## config.mk

```make
export PLATFORM = sky130hd
export DESIGN_NAME = axis_upsizer_lane_ctrl
export DESIGN_NICKNAME = d
export VERILOG_FILES = /design/src/rtl/axis_upsizer_lane_ctrl.sv
export SDC_FILE = /design/constraint.sdc
export NUM_CORES = 1
export LEC_CHECK = 0
export BUFFER_PORTS_ARGS = -buffer_cell sky130_fd_sc_hd__buf_2
export CELL_PAD_IN_SITES_DETAIL_PLACEMENT = 0
export CELL_PAD_IN_SITES_GLOBAL_PLACEMENT = 2
export CORE_ASPECT_RATIO = 1.25
export CORE_UTILIZATION = 43
export DETAILED_ROUTE_END_ITERATION = 8
export PLACE_DENSITY = 0.92
export SLEW_MARGIN = 20
export SYNTH_ARGS = -nofsm -noshare
export SYNTH_HDL_FRONTEND = slang
export SYNTH_SLANG_ARGS = --single-unit
```

## constraint.sdc

```tcl
create_clock -name aclk -period 3.14 [get_ports aclk]
set_clock_uncertainty 0.15 [all_clocks]
set_input_delay 0.471 -clock aclk [delete_from_list [all_inputs] [get_ports aclk]]
set_output_delay 0.471 -clock aclk [all_outputs]
set_load 0.03 [all_outputs]
```

## src/rtl/axis_upsizer_lane_ctrl.sv

```systemverilog
// Lane sequencing for the narrow-to-wide AXIS upsizer: steers narrow beats round-robin into
// per-lane FIFOs, pads short packets and pops all lanes together. Optional: UPSIZER_FLUSH_TIMEOUT_EN.
module axis_upsizer_lane_ctrl #(
  parameter int DATA_RATIO   = 8,
  parameter int ADDR_WIDTH   = 4,
  parameter int FLUSH_CYCLES = 16
) (
  input  logic                  aclk,
  input  logic                  aresetn,
  input  logic                  s_axis_tvalid,
  input  logic                  s_axis_tlast,
  output logic                  s_axis_tready,
  output logic [DATA_RATIO-1:0] lane_wen,
  input  logic [DATA_RATIO-1:0] lane_wfull,
  output logic [DATA_RATIO-1:0] lane_ren,
  input  logic [DATA_RATIO-1:0] lane_rempty,
  output logic                  m_axis_tvalid,
  output logic                  m_axis_tlast,
  output logic [DATA_RATIO-1:0] m_axis_tkeep,
  input  logic                  m_axis_tready
);

  localparam int PW    = $clog2(DATA_RATIO);
  localparam int CW    = $clog2(DATA_RATIO + 1);
  localparam int DEPTH = 2 ** ADDR_WIDTH;
  localparam logic [PW-1:0] PTR_MAX  = PW'(DATA_RATIO - 1);
  localparam logic [CW-1:0] CNT_FULL = CW'(DATA_RATIO);

  typedef enum logic {FILL, PAD} state_t;
  typedef struct packed {
    logic          last;
    logic [CW-1:0] cnt;
  } meta_t;

  // Handshake: a narrow beat transfers on s_axis_tvalid && s_axis_tready, a wide beat on
  // m_axis_tvalid && m_axis_tready; neither ready depends on its own valid.
  state_t          state, state_d;
  logic [PW-1:0]   ptr, ptr_d;
  logic [CW-1:0]   k, k_d;
  logic            pad_last, pad_last_d;
  logic            run_q;
  logic            accept, at_end, flush_hit;
  logic [DATA_RATIO-1:0] ptr_onehot;

  logic            push, pop;
  meta_t           push_meta, head;
  meta_t           meta_mem [DEPTH];
  logic [ADDR_WIDTH:0] wr_ptr, rd_ptr;
  logic            meta_full, meta_empty;

  assign at_end     = (ptr == PTR_MAX);
  assign ptr_onehot = {{(DATA_RATIO-1){1'b0}}, 1'b1} << ptr;

  // run_q keeps the input closed until the first edge after reset release.
  assign s_axis_tready = run_q && (state == FILL) && !lane_wfull[ptr] && !meta_full;
  assign accept        = s_axis_tvalid && s_axis_tready;

  always_ff @(posedge aclk or negedge aresetn) begin
    if (!aresetn) begin
      state    <= FILL;
      ptr      <= '0;
      k        <= '0;
      pad_last <= 1'b1;
      run_q    <= 1'b0;
    end else begin
      state    <= state_d;
      ptr      <= ptr_d;
      k        <= k_d;
      pad_last <= pad_last_d;
      run_q    <= 1'b1;
    end
  end

  always_comb begin
    state_d    = state;
    ptr_d      = ptr;
    k_d        = k;
    pad_last_d = pad_last;
    lane_wen   = '0;
    push       = 1'b0;
    push_meta  = '0;
    case (state)
      FILL: begin
        if (accept) begin
          lane_wen = ptr_onehot;
          if (at_end) begin
            push           = 1'b1;
            push_meta.last = s_axis_tlast;
            push_meta.cnt  = CNT_FULL;
            ptr_d          = '0;
          end else if (s_axis_tlast) begin
            k_d        = CW'(ptr) + 1'b1;
            pad_last_d = 1'b1;
            ptr_d      = ptr + 1'b1;
            state_d    = PAD;
          end else begin
            ptr_d = ptr + 1'b1;
          end
        end else if (flush_hit) begin
          k_d        = CW'(ptr);
          pad_last_d = 1'b0;
          state_d    = PAD;
        end
      end
      PAD: begin
        // The word-completing dummy write also needs a free metadata slot.
        if (!lane_wfull[ptr] && (!at_end || !meta_full)) begin
          lane_wen = ptr_onehot;
          if (at_end) begin
            push           = 1'b1;
            push_meta.last = pad_last;
            push_meta.cnt  = k;
            ptr_d          = '0;
            state_d        = FILL;
          end else begin
            ptr_d = ptr + 1'b1;
          end
        end
      end
      default: state_d = FILL;
    endcase
  end

`ifdef UPSIZER_FLUSH_TIMEOUT_EN
  localparam int IW = $clog2(FLUSH_CYCLES + 1);
  logic [IW-1:0] idle_cnt;

  assign flush_hit = (state == FILL) && !accept && (ptr != '0) &&
                     (idle_cnt == IW'(FLUSH_CYCLES - 1));

  always_ff @(posedge aclk or negedge aresetn) begin
    if (!aresetn) begin
      idle_cnt <= '0;
    end else if ((state != FILL) || accept || (ptr == '0) || (state_d == PAD)) begin
      idle_cnt <= '0;
    end else begin
      idle_cnt <= idle_cnt + 1'b1;
    end
  end
`else
  assign flush_hit = 1'b0;
`endif

  // Metadata queue: one entry per completed word, head describes the next wide beat.
  assign meta_empty = (wr_ptr == rd_ptr);
  assign meta_full  = (wr_ptr[ADDR_WIDTH] != rd_ptr[ADDR_WIDTH]) &&
                      (wr_ptr[ADDR_WIDTH-1:0] == rd_ptr[ADDR_WIDTH-1:0]);
  assign head       = meta_mem[rd_ptr[ADDR_WIDTH-1:0]];

  always_ff @(posedge aclk) begin
    if (push) meta_mem[wr_ptr[ADDR_WIDTH-1:0]] <= push_meta;
  end

  always_ff @(posedge aclk or negedge aresetn) begin
    if (!aresetn) begin
      wr_ptr <= '0;
      rd_ptr <= '0;
    end else begin
      if (push) wr_ptr <= wr_ptr + 1'b1;
      if (pop)  rd_ptr <= rd_ptr + 1'b1;
    end
  end

  always_ff @(posedge aclk) begin
    if (aresetn) assert (DATA_RATIO >= 2 && FLUSH_CYCLES >= 1 && !(push && meta_full));
  end

  assign m_axis_tvalid = !meta_empty && (lane_rempty == '0);
  assign m_axis_tlast  = !meta_empty && head.last;
  assign pop           = m_axis_tvalid && m_axis_tready;
  assign lane_ren      = {DATA_RATIO{pop}};

  always_comb begin
    m_axis_tkeep = '0;
    for (int i = 0; i < DATA_RATIO; i++) begin
      m_axis_tkeep[i] = !meta_empty && (CW'(i) < head.cnt);
    end
  end

endmodule

```

==> results of run 1 <==
## worst max-delay path: stages, from the launching register on
cell     delay [ns]
dfrtp_2        0.43
mux4_1         0.61
mux2i_4        0.22
nand2_1        0.20
nor2_4         0.19
and3_1         0.18
buf_2          0.19
## metrics by stage
| step | utilization (%) | power (uW) | hold WS, ns | instances | setup WS [ns] |
|---|---|---|---|---|---|
| 6_report | 52.0 | 3540 | 0.350 | 471 | 0.149 |
| 5_1_grt | 52.0 | 3720 | 0.381 | 471 | 0.0115 |
| 4_1_cts | 51.9 | 3560 | 0.355 | 471 | 0.0181 |
| 3_5_place_dp | 48.8 | 2450 | 0.291 | 454 | 0.289 |
| 3_3_place_gp | 48.8 | 2430 | 0.280 | 454 | 0.326 |
| 2_1_floorplan | - | 2210 | 0.0254 | 284 | 0.101 |
## final cells by class
type                            instances  area share, %
Multi-Input combinational cell        156           29.0
Inverter                               10          0.711
Clock inverter                          7           1.42
Tap cell                              129           3.06
Clock buffer                            9           4.26
Sequential cell                        99           54.5
Timing Repair Buffer                   61           7.03
## layout by cell type (no fill, tap or decap), types with 2 or more instances in the layout
cell type   n
xor2_1      3
mux2_2      6
nor2_1      3
nor4_1      2
and2_1      7
clkbuf_16   9
mux4_1      2
and3_1     21
nand2_1    14
nor2b_1     2
buf_12      2
mux4_2     19
nor3_1      3
buf_2      47
o21ai_0     8
mux2i_1    17
buf_4      10
nand4_1     4
dfrtp_1    18
nor4_2      2
edfxtp_1   80
xnor2_1    10
nand3_1     5
inv_6       2
ha_1       11
inv_1      10
## registers in the layout, indices dropped and copies added (netlist names)
| register | count |
|---|---|
| ptr | 3 |
| run_q | 1 |
| k | 4 |
| wr_ptr | 5 |
| state | 1 |
| meta_mem | 80 |
| rd_ptr | 5 |
## layer usage
layer	vias up	share of wire [%]	global-route usage, %
li1	1185	-	-
met1	1263	41	20.9
met2	40	54	29.9
met3	9	3.8	4.07
met4	0	1.8	6.26
met5	-	0	0
## logic make-up (layout without fill, tap and decap cells)
family	Yosys count	in the layout	share of synthesized area, %
mux	46	46	16.5
compound gates	16	16	2.32
flops	99	99	63.4
fa+ha+maj	11	11	3.03
buf+inv	29	87	3.23
xor+xnor	13	13	2.51
simple gates	69	69	8.88
other cells	1	1	0.0826
## worst max path at each step
stage / startpoint / endpoint / slack [ns] / cells past startpoint
after global routing: ptr[0] / lane_wen[4] / 0.01 / 6
after detailed placement: lane_wfull[1] / lane_wen[4] / 0.29 / 7
after CTS: ptr[0] / lane_wen[4] / 0.02 / 6
after global placement: lane_wfull[5] / meta_mem[5][2] / 0.33 / 5
final: ptr[0] / lane_wen[4] / 0.15 / 6
after floorplan: rd_ptr[1] / m_axis_tkeep[4] / 0.10 / 5
## where the power goes
group | total [uW] | internal, uW | switching (uW)
clock network | 1110 | 624 | 484
registers | 1630 | 1510 | 120
logic | 801 | 308 | 493
## timing repair
item	4_1_cts	5_1_grt
setup endpoints to repair	8	14
hold endpoints to repair	19	0
hold buffers	1	0
resized for setup	2	5
==> out/results.ini, run 1 <==
[final_layout]
synthToLayoutAreaGrowth_pct=16.4
drive_gt1_share_pct=32.5
fill_cells=850
multi_input_area_um2=1530
antenna_cells=0
final_nets=369
stdcell_area_um2=5280
regArea_um2=2880

[floorplan]
floorplan.initialDensity_pct=44.7
coreArea_um2=10200
die_h_um=117
fp.dieW_um=93.9
io_pins=48
fp-row-count=41
die_area_um2=11000

[global_routing]
grt_overflow=0
track_usage_pct=17.2
antenna_found_initial=0
grt_pass1_vias=2451
grt_pass1_wl_mm=13.4
grt_max_degree=20

[critical_path]
crit_arrival_ns=2.37
crit_fanout=8
rrSetupSlack_ns=0.46
cp-start-kind=flop
r2r_cells=5
end_kind=output port
worstSetupPathType=flop to output port
required_ns=2.52
r2r_end=meta_mem[1][0]
rr_startpoint=ptr[0]

[drt]
wl_per_cell_um=18.3
finalWirelength_mm=8.64
viasPerCell=5.30
num_vias=2497
first_pass_iters=4
ant_nets=0
drt_iter0_drc=158
drc=0

[sta]
setup_viol=0
grt_setup_unrepaired=no
slew_headroom_pct=55.5
hold_viol=0
worst_pin_slew_ns=0.667
fmax_mhz=334
period_minus_slack_ns=2.99
fin_setup_tns_ns=0
post-route-period-util_pct=95.3
finalMaxSlewViolations=0

[clock_network]
h-tree-depth=3
tritoncts=built
cts_buffers=9
clkLatencyLatePin_ns=0.34
cts_buffer_depth=2
clk_pin_slew_ns=0.07
cts-root-buf=clkbuf_16
cts.sinks=99
post_cts.repair.setup_buffers=0

[yosys]
yosysMostFrequentCell=edfxtp_1
syn_inst=284
synth_nets=316
yosysTopAreaCellShare_pct=52.9
async_reset_ff_share_pct=19.2
synth_top_area_cell=edfxtp_1
netlist_top_cells_count=80 x edfxtp_1, 21 x and3_1, 19 x dfrtp_1, 19 x mux4_2, 18 x mux2i_1
synthTopCellsByArea=edfxtp_1 53%, dfrtp_1 10%, mux4_2 9.4%, mux2i_1 4.0%, ha_1 3.0%
synthFlopType=edfxtp_1
ys_ff_latch=99
synth_edf_count=80
yosysUniqueCellTypes=39
avgSynthCellArea_um2=16.0
yosysSeqAreaShare_pct=63.4
syn-cell-area_um2=4540
ys_warn_count=0

[hold_path]
worstHoldEndpoint=rd_ptr[4]
hold_start=rd_ptr[4]
holdPathStages=1
hold_path_class=flop to flop

[place]
gp_congestion=0.749
placed_area_um2=4950
port_buffers=47
place_hpwl_mm=6.25

[power_and_ir_drop]
p_leak_uw=0.00203
powerDensity_nw_per_um2=671
vdd.ir_drop.worst_mv=0.376

[job]
cap_violations=0

[outcome]
status=completed

Power figures use the tool's default switching activity.
==> inputs of run 2 (changes only) <==
CORE_UTILIZATION = 46   (was 43)
PLACE_DENSITY = 0.95   (was 0.92)
clock period = 3.9 ns   (was 3.14 ns; I/O delays follow)
==> run 2 against run 1 <==
Compared with the run above:
- register-to-register slack better by 0.57 ns
- wire length is 5.9% lower
- cell count is 2.5% lower
- non-clock buffer count is 9 lower
- global-route usage is 0.17 points lower
- die area is 6.4% lower
- combinational power is 22% lower
- first-iteration DRC count is 15% higher
- flip-flop and latch count stayed put
==> out/results.ini, run 2 (same netlist as run 1, synthesis figures left out) <==
[drt]
viasPerCell=5.33  ; +0.56%
finalWirelength_mm=8.13  ; -5.9%
wl_per_cell_um=17.7  ; -3.4%
first_pass_iters=4  ; unchanged
drt_iter0_drc=182  ; +15%
ant_nets=0  ; unchanged
num_vias=2447  ; -2.0%
drc=0  ; unchanged

[sta]
post-route-period-util_pct=85.8
setup_viol=0  ; unchanged
finalMaxSlewViolations=0  ; unchanged
fin_setup_tns_ns=0  ; unchanged
slew_headroom_pct=42.4  ; -13 points
hold_viol=0  ; unchanged
fmax_mhz=299
period_minus_slack_ns=3.35
worst_pin_slew_ns=0.856  ; +0.189 ns
grt_setup_unrepaired=no

[critical_path]
r2r_cells=4  ; -1
r2r_end=meta_mem[5][3]
rrSetupSlack_ns=1.03  ; +0.57 ns
required_ns=3.16  ; +0.64 ns
worstSetupPathType=flop to output port
crit_arrival_ns=2.61  ; +0.24 ns
crit_fanout=13  ; +5
end_kind=output port
rr_startpoint=ptr[0]
cp-start-kind=flop

[clock_network]
clkLatencyLatePin_ns=0.34  ; about the same
cts_buffers=9  ; unchanged
post_cts.repair.setup_buffers=0  ; unchanged
cts.repair.resized=0  ; -2
cts.sinks=99  ; unchanged
postCtsHoldBufs=0  ; -1
cts-root-buf=clkbuf_16
tritoncts=built
clk_pin_slew_ns=0.07  ; about the same
cts_buffer_depth=2  ; unchanged
h-tree-depth=3  ; unchanged

[floorplan]
fp-row-count=40  ; -2.4%
die_h_um=113  ; -3.3%
io_pins=48  ; unchanged
die_area_um2=10300  ; -6.4%
fp.dieW_um=90.8  ; -3.2%
coreArea_um2=9610  ; -5.4%
floorplan.initialDensity_pct=47.2  ; +2.5 points

[power_and_ir_drop]
powerDensity_nw_per_um2=536  ; -20%
p_leak_uw=0.00197  ; -3.0%
vdd.ir_drop.worst_mv=0.410  ; +8.9%

[global_routing]
grt_overflow=0  ; unchanged
grt_max_degree=20  ; unchanged
track_usage_pct=17.0  ; -0.17 points
antenna_found_initial=0  ; unchanged
grt_pass1_wl_mm=12.9  ; -3.8%
grt_pass1_vias=2456  ; +0.20%

[final_layout]
regArea_um2=2880  ; about the same
synthToLayoutAreaGrowth_pct=13.8
multi_input_area_um2=1520  ; -0.82%
final_nets=360  ; -2.4%
final_cell_mix=80 x edfxtp_1, 47 x buf_2, 21 x and3_1
final_common_cell=edfxtp_1
largest_reg_flops=80  ; unchanged
antenna_cells=0  ; unchanged
drive_gt1_share_pct=30.0  ; -2.4 points
final_util_pct=53.8  ; +1.7 points
stdcell_area_um2=5160  ; -2.2%
fill_cells=767  ; -9.8%

[job]
cap_violations=0  ; unchanged

[hold_path]
hold_path_class=input pin to asynchronous set/reset pin

[place]
gp_congestion=0.768  ; +2.6%
placed_area_um2=4880  ; -1.5%
port_buffers=47  ; unchanged
place_hpwl_mm=5.82  ; -6.9%

[outcome]
status=completed

-- run 2: per-layer routing --
metal  global-route usage [%]  wire (um)  up-vias
li1                         -          -     1167
met1                     20.8       3420     1227
met2                     30.5       4380       45
met3                     3.43        254        8
met4                     5.08         75        0
met5                        0          0        -
-- run 2: worst max-delay path, stage by stage, from the launching register on --
cell and delay [ns]:
dfrtp_1 0.83, mux4_2 0.60, mux2i_1 0.31, mux2i_1 0.12, nand2_1 0.13, o21ai_0 0.10, buf_2 0.18
-- run 2: worst max-delay path by stage --
stage               slack, ns               to  depth (start not counted)          start
CTS                      0.53  m_axis_tkeep[6]                          6      rd_ptr[0]
finish                   0.55  m_axis_tkeep[6]                          6      rd_ptr[0]
floorplan                0.75  m_axis_tkeep[4]                          5      rd_ptr[1]
global placement         0.89      lane_wen[0]                          7  lane_wfull[5]
global route             0.37  m_axis_tkeep[4]                          7      rd_ptr[1]
detailed placement       0.82      lane_wen[2]                          7  lane_wfull[1]
-- run 2: where the power goes --
part           total, uW  internal, uW  switching [uW]  leakage [uW]
registers           1310          1220            95.1       0.00101
clock network        831           443             388      0.000139
logic                621           236             385      0.000813
-- run 2: final cells by class --
| type | count | area share, % |
|---|---|---|
| tap | 126 | 3.05 |
| clock buffer | 9 | 4.36 |
| clock inverter | 7 | 1.19 |
| timing repair buffer | 52 | 5.52 |
| inverter | 10 | 0.727 |
| multi-input combinational | 156 | 29.4 |
| sequential | 99 | 55.7 |
-- run 2: per-stage QoR --
step                cells  hold slack, ns  worst slack [ns]  total power [uW]
CTS                   459          0.0399             0.530              2780
global placement      443           0.326             0.889              1940
floorplan             284           0.139             0.747              1780
detailed placement    443           0.330             0.816              1960
finish                459          0.0324             0.553              2770
global route          459          0.0680             0.366              2890
